$ cat src/rtl/pitch_game_pkg.sv
// Shared types and default constants for the
// button conditioner and its per-channel logic.
package pitch_game_pkg;

  typedef enum logic [1:0] {
    IDLE,
    HELD,
    REPEAT
  } ch_state_t;

  localparam int DEF_N_CH         = 2;
  localparam int DEF_SYNC_STAGES  = 2;
  localparam int DEF_DEBOUNCE_CYC = 250000;
  localparam int DEF_REPEAT_DELAY = 25000000;
  localparam int DEF_REPEAT_RATE  = 5000000;

endpackage

$ cat src/rtl/button_channel.sv
// One button: synchroniser, debouncer and
// press / release / auto-repeat pulse generator.
module button_channel
  import pitch_game_pkg::*;
#(
  parameter int SYNC_STAGES  = DEF_SYNC_STAGES,
  parameter int DEBOUNCE_CYC = DEF_DEBOUNCE_CYC,
  parameter int REPEAT_DELAY = DEF_REPEAT_DELAY,
  parameter int REPEAT_RATE  = DEF_REPEAT_RATE
) (
  input  logic i_clk,
  input  logic i_rst_n,
  input  logic i_btn_n,
  input  logic i_rpt_en,
  output logic o_level,
  output logic o_press,
  output logic o_release
);

  localparam int DBW  = $clog2(DEBOUNCE_CYC + 1);
  localparam int RMAX = (REPEAT_DELAY > REPEAT_RATE) ?
                        REPEAT_DELAY : REPEAT_RATE;
  localparam int RPW  = $clog2(RMAX + 1);

  localparam logic [DBW-1:0] DB_LAST  = DBW'(DEBOUNCE_CYC - 1);
  localparam logic [DBW-1:0] DB_MAX   = DBW'(DEBOUNCE_CYC);
  localparam logic [RPW-1:0] DLY_LAST = RPW'(REPEAT_DELAY - 1);
  localparam logic [RPW-1:0] RT_LAST  = RPW'(REPEAT_RATE - 1);
  localparam logic [RPW-1:0] RP_MAX   = RPW'(RMAX);

  logic [SYNC_STAGES-1:0] r_sync;
  logic [DBW-1:0]         r_db_cnt;
  logic                   r_level;
  logic                   r_press;
  logic                   r_release;
  ch_state_t              r_state;
  ch_state_t              w_state_nxt;
  logic [RPW-1:0]         r_rpt_cnt;
  logic [RPW-1:0]         w_rpt_cnt_nxt;
  logic [RPW-1:0]         w_rpt_inc;
  logic                   w_s;
  logic                   w_diff;
  logic                   w_toggle;
  logic                   w_rise;
  logic                   w_fall;
  logic                   w_rpt_pulse;

  assign w_s      = ~r_sync[SYNC_STAGES-1];
  assign w_diff   = w_s ^ r_level;
  assign w_toggle = w_diff && (r_db_cnt == DB_LAST);
  assign w_rise   = w_toggle && !r_level;
  assign w_fall   = w_toggle && r_level;

  assign w_rpt_inc = (r_rpt_cnt == RP_MAX) ?
                     r_rpt_cnt : r_rpt_cnt + 1'b1;

  // Synchroniser idles at 1 so reset looks released.
  always_ff @(posedge i_clk or negedge i_rst_n) begin
    if (!i_rst_n) begin
      r_sync   <= '1;
      r_db_cnt <= '0;
      r_level  <= 1'b0;
    end else begin
      r_sync <= {r_sync[SYNC_STAGES-2:0], i_btn_n};
      if (!w_diff || w_toggle)
        r_db_cnt <= '0;
      else if (r_db_cnt != DB_MAX)
        r_db_cnt <= r_db_cnt + 1'b1;
      if (w_toggle)
        r_level <= ~r_level;
    end
  end

  always_comb begin
    w_state_nxt   = r_state;
    w_rpt_cnt_nxt = '0;
    w_rpt_pulse   = 1'b0;
    unique case (r_state)
      IDLE: begin
        if (w_rise)
          w_state_nxt = HELD;
      end
      HELD: begin
        if (w_fall) begin
          w_state_nxt = IDLE;
        end else if (i_rpt_en) begin
          if (r_rpt_cnt == DLY_LAST) begin
            w_rpt_pulse = 1'b1;
            w_state_nxt = REPEAT;
          end else begin
            w_rpt_cnt_nxt = w_rpt_inc;
          end
        end
      end
      REPEAT: begin
        // A coinciding fall wins over a repeat pulse.
        if (w_fall) begin
          w_state_nxt = IDLE;
        end else if (!i_rpt_en) begin
          w_state_nxt = HELD;
        end else if (r_rpt_cnt == RT_LAST) begin
          w_rpt_pulse = 1'b1;
        end else begin
          w_rpt_cnt_nxt = w_rpt_inc;
        end
      end
      default: w_state_nxt = IDLE;
    endcase
  end

  always_ff @(posedge i_clk or negedge i_rst_n) begin
    if (!i_rst_n) begin
      r_state   <= IDLE;
      r_rpt_cnt <= '0;
      r_press   <= 1'b0;
      r_release <= 1'b0;
    end else begin
      r_state   <= w_state_nxt;
      r_rpt_cnt <= w_rpt_cnt_nxt;
      r_press   <= w_rise | w_rpt_pulse;
      r_release <= w_fall;
    end
  end

  assign o_level   = r_level;
  assign o_press   = r_press;
  assign o_release = r_release;

endmodule

$ cat src/rtl/button_conditioner.sv
// Multi-channel button conditioner: one
// independent button_channel per button.
module button_conditioner
  import pitch_game_pkg::*;
#(
  parameter int N_CH         = DEF_N_CH,
  parameter int SYNC_STAGES  = DEF_SYNC_STAGES,
  parameter int DEBOUNCE_CYC = DEF_DEBOUNCE_CYC,
  parameter int REPEAT_DELAY = DEF_REPEAT_DELAY,
  parameter int REPEAT_RATE  = DEF_REPEAT_RATE
) (
  input  logic            clk,
  input  logic            resetNot,
  input  logic [N_CH-1:0] btn_n,
  input  logic [N_CH-1:0] rpt_en,
  output logic [N_CH-1:0] level,
  output logic [N_CH-1:0] press,
  output logic [N_CH-1:0] release_o
);

  if (N_CH < 1 || N_CH > 16) begin : g_bad_nch
    $error("N_CH must be 1..16");
  end
  if (SYNC_STAGES < 2) begin : g_bad_sync
    $error("SYNC_STAGES must be >= 2");
  end
  if (DEBOUNCE_CYC < 1) begin : g_bad_db
    $error("DEBOUNCE_CYC must be >= 1");
  end
  if (REPEAT_DELAY < 1) begin : g_bad_dly
    $error("REPEAT_DELAY must be >= 1");
  end
  if (REPEAT_RATE < 1) begin : g_bad_rate
    $error("REPEAT_RATE must be >= 1");
  end

  for (genvar g = 0; g < N_CH; g++) begin : g_ch
    button_channel #(
      .SYNC_STAGES (SYNC_STAGES),
      .DEBOUNCE_CYC(DEBOUNCE_CYC),
      .REPEAT_DELAY(REPEAT_DELAY),
      .REPEAT_RATE (REPEAT_RATE)
    ) u_ch (
      .i_clk    (clk),
      .i_rst_n  (resetNot),
      .i_btn_n  (btn_n[g]),
      .i_rpt_en (rpt_en[g]),
      .o_level  (level[g]),
      .o_press  (press[g]),
      .o_release(release_o[g])
    );
  end

endmodule

$ cat config.mk
export PLATFORM = sky130hd
export DESIGN_NAME = button_conditioner
export DESIGN_NICKNAME = d
export VERILOG_FILES = /design/src/rtl/pitch_game_pkg.sv /design/src/rtl/button_channel.sv /design/src/rtl/button_conditioner.sv
export SDC_FILE = /design/constraint.sdc
export NUM_CORES = 1
export LEC_CHECK = 0
export BUFFER_PORTS_ARGS = -buffer_cell sky130_fd_sc_hd__buf_2
export CORE_MARGIN = 10
export CORE_UTILIZATION = 42
export DETAILED_ROUTE_END_ITERATION = 16
export PLACE_DENSITY = 0.56
export SYNTH_ARGS = -nofsm -noshare
export SYNTH_HDL_FRONTEND = slang
export SYNTH_HIERARCHICAL = 1
export SYNTH_SLANG_ARGS = --single-unit
$ cat constraint.sdc
create_clock -name clk -period 4.4 [get_ports clk]
set_clock_uncertainty 0.2 [all_clocks]
set_input_delay 0.44 -clock clk [delete_from_list [all_inputs] [get_ports clk]]
set_output_delay 0.44 -clock clk [all_outputs]
set_load 0.05 [all_outputs]
==> results.sh <==
export IMPL_outcome="completed"
export IMPL_overflow=0
export IMPL_layout_drive_gt1_share_pct=7.640
export IMPL_crit_fanout=25
export IMPL_areaGrowthSynthToFinish_pct=10.25
export IMPL_htreeDepth=3
export IMPL_cp_required_ps=4420
export IMPL_ys_seq_area_share_pct=46.36
export IMPL_grt_pass1_wl_um=17980
export IMPL_ir_worst_vdd_mv=0.1899
export IMPL_synthArstFlopShare_pct=100.0
export IMPL_drtAntennaViolNets=0
export IMPL_path_class="register to register"
export IMPL_cp_start_kind="register"
export IMPL_cts_buffers=9
export IMPL_ff2ff_setup_slack_ps=1650
export IMPL_synth_edf_count=0
export IMPL_layoutNonFillerInstCount=761
export IMPL_period_share_pct=62.52
export IMPL_drt_iter0_markers=181
export IMPL_firstDrtPassIters=4
export IMPL_fmax_mhz=363.5
export IMPL_yosysWarnings=6
export IMPL_cts_root_buffer="clkbuf_16"
export IMPL_routabilityCongestion=0.8299
export IMPL_fin_ws_ps=1649
export IMPL_rsz0062_at_grt="false"
export IMPL_slew_viol_final=0
export IMPL_grt_util_all_layers_pct=12.06
export IMPL_drv_cap=0
export IMPL_grt_max_degree=81
export IMPL_dp_hpwl_um=6925
export IMPL_cts_tree="built"
export IMPL_io_buffer_count=11
export IMPL_synth_nets=594
export IMPL_hold_class="input pin to async pin"
export IMPL_min_period_ps=2751
export IMPL_worst_ep_arrival_time_ps=2770
export IMPL_synth_ff_type="dfrtp_1"
export IMPL_grt_pass1_vias=3853
export IMPL_ys_types=57
export IMPL_tightest_slew_ps=1019
export IMPL_final_net_count=606
export IMPL_synth_area_mm2=0.005409
export IMPL_vias=3894
export IMPL_remaining_drc_errors=0
export IMPL_post_cts_buffers=0
export IMPL_setup_viol=0
export IMPL_routed_wirelength_um=10070
export IMPL_avgRoutedWirePerCell_um=13.24
export IMPL_setup_tns_ps=0
export IMPL_critPathCaptureType="register"
export IMPL_fin_total_pwr_uw=1827
export IMPL_clockBufferDepth=2
export IMPL_rows=41
export IMPL_clk_pin_slew_ps=60
export IMPL_clk_latency_ps=350
export IMPL_hold_viol_final=0
export IMPL_antenna_found_initial=0
export IMPL_core_mm2=0.01262
export IMPL_initial_core_util_pct=42.86
export IMPL_power_density_mw_per_mm2=306.4
export IMPL_cts_sinks=100
export IMPL_max_slew_margin_pct=32.08
export IMPL_antenna_cells=0
export IMPL_cts_resized=0
export IMPL_synth_avg_cell_area_um2=9.456
export IMPL_p_leak_uw=0.002333
export IMPL_die_w_um=133.5
export IMPL_dieArea_mm2=0.01782
export IMPL_viasPerCell=5.117
export IMPL_die_y_um=133.5
export IMPL_place_ws_ps=1642
export IMPL_ys_ff_latch=100
export IMPL_dp_cells=743
export IMPL_syn_inst=572
export IMPL_io_pins=12
## placed cells by master, fill, tap and decap left out, types with 6 or more instances in the layout
cell / instances
a21oi_1: 10
and2_1: 6
and3_1: 11
and4_1: 9
buf_2: 10
clkbuf_16: 9
dfrtp_1: 96
ha_1: 16
inv_1: 27
nand2_1: 37
nand3_1: 30
nand4_1: 22
nor2_1: 115
nor3_1: 16
nor4_1: 8
xnor2_1: 45
xor2_1: 33
## synthesized netlist by cell type (all sizes together), types with 5 or more instances
master	instances	area [µm²]
nor4	8	50.05
nor2	115	431.7
and3	12	76.33
xor2	33	289.0
xnor2	45	394.1
nand4	23	150.1
mux2i	5	50.05
or4	5	37.54
nand3	30	150.1
nor3	18	106.4
clkbuf	5	18.77
buf	9	48.79
nand2	37	138.9
nor2b	5	31.28
and2	6	37.54
a21oi	10	50.05
o21ai	7	38.78
dfrtp	96	2402
nor4b	5	50.04
ha	16	200.2
and4	10	88.84
inv	27	101.4
## through the flow
| step | area (µm²) | utilization (%) | hold WS (ps) |
|---|---|---|---|
| after floorplan | 5409 | - | -55.59 |
| after global placement | 5629 | 44.61 | 146.8 |
| after detailed placement | 5629 | 44.61 | 149.5 |
| after CTS | 5963 | 47.25 | 106.2 |
| after global routing | 5963 | 47.25 | 155.7 |
| final | 5963 | 47.25 | 60.64 |
## kinds of logic after synthesis
kind of cell,after synthesis,share of synthesized area (%)
AND/OR/NAND/NOR,297,28.36
flip-flops,100,46.36
XOR/XNOR,78,12.63
buffers and inverters,41,3.123
AO/OA/AOI/OAI,35,4.904
adder cells (fa/ha/maj),16,3.701
multiplexers,5,0.9253
## path summary, 6_finish.rpt
kind	from	end	cells after the start
setup / recovery	g_ch[0].u_ch/r_db_cnt[6]	g_ch[0].u_ch/r_rpt_cnt[22]	5
hold / removal	resetNot	g_ch[0].u_ch/r_rpt_cnt[17]	1
setup reg to reg	g_ch[0].u_ch/r_db_cnt[6]	g_ch[0].u_ch/r_rpt_cnt[22]	5
hold reg to reg	g_ch[0].u_ch/r_sync[0]	g_ch[0].u_ch/r_sync[1]	0
max in group asynchronous	resetNot	g_ch[0].u_ch/r_db_cnt[10]	2
min in group clk	g_ch[0].u_ch/r_sync[0]	g_ch[0].u_ch/r_sync[1]	0
## report_power, final
part	switching [µW]	internal (µW)
registers	7.43	927
clock network	335	515
logic	30.6	12.4
total	373	1450
## sequential cells by signal, summed over array words and instances (netlist names)
signal               count
g_ch.u_ch/o_press        2
g_ch.u_ch/r_db_cnt      36
g_ch.u_ch/o_level        2
g_ch.u_ch/r_sync         4
g_ch.u_ch/r_state        4
g_ch.u_ch/r_rpt_cnt     50
g_ch.u_ch/o_release      2
## metal layers
metal	part of all wire (%)	track usage (%)	up-vias
li1	-	-	1979
met2	47	19.05	29
met1	49	15.21	1873
met3	3.0	3.684	13
met4	1.4	4.353	0
met5	0	0	-
## layout make-up
cell class | instances | area, µm²
fillers | 1217 | 6656
multi-input cells | 431 | 2733
flip-flops and latches | 100 | 2507
clock buffers | 14 | 254.0
well taps | 172 | 215.2
inverters | 27 | 101.3
repair buffers | 15 | 92.59
clock inverters | 2 | 60.06
## critical path: stages, from the launching register on
cell	delay [ps]
dfrtp_1	430
or4b_1	530
or4_1	660
nor3_4	270
a211o_2	430
nor2_1	110
## repair_timing
| item | 4_1_cts | 5_1_grt |
|---|---|---|
| endpoints found under the setup margin | 0 | 0 |
| endpoints found under the hold margin | 2 | 0 |
| hold buffers | 2 | 0 |
Power figures use the tool's default switching activity.
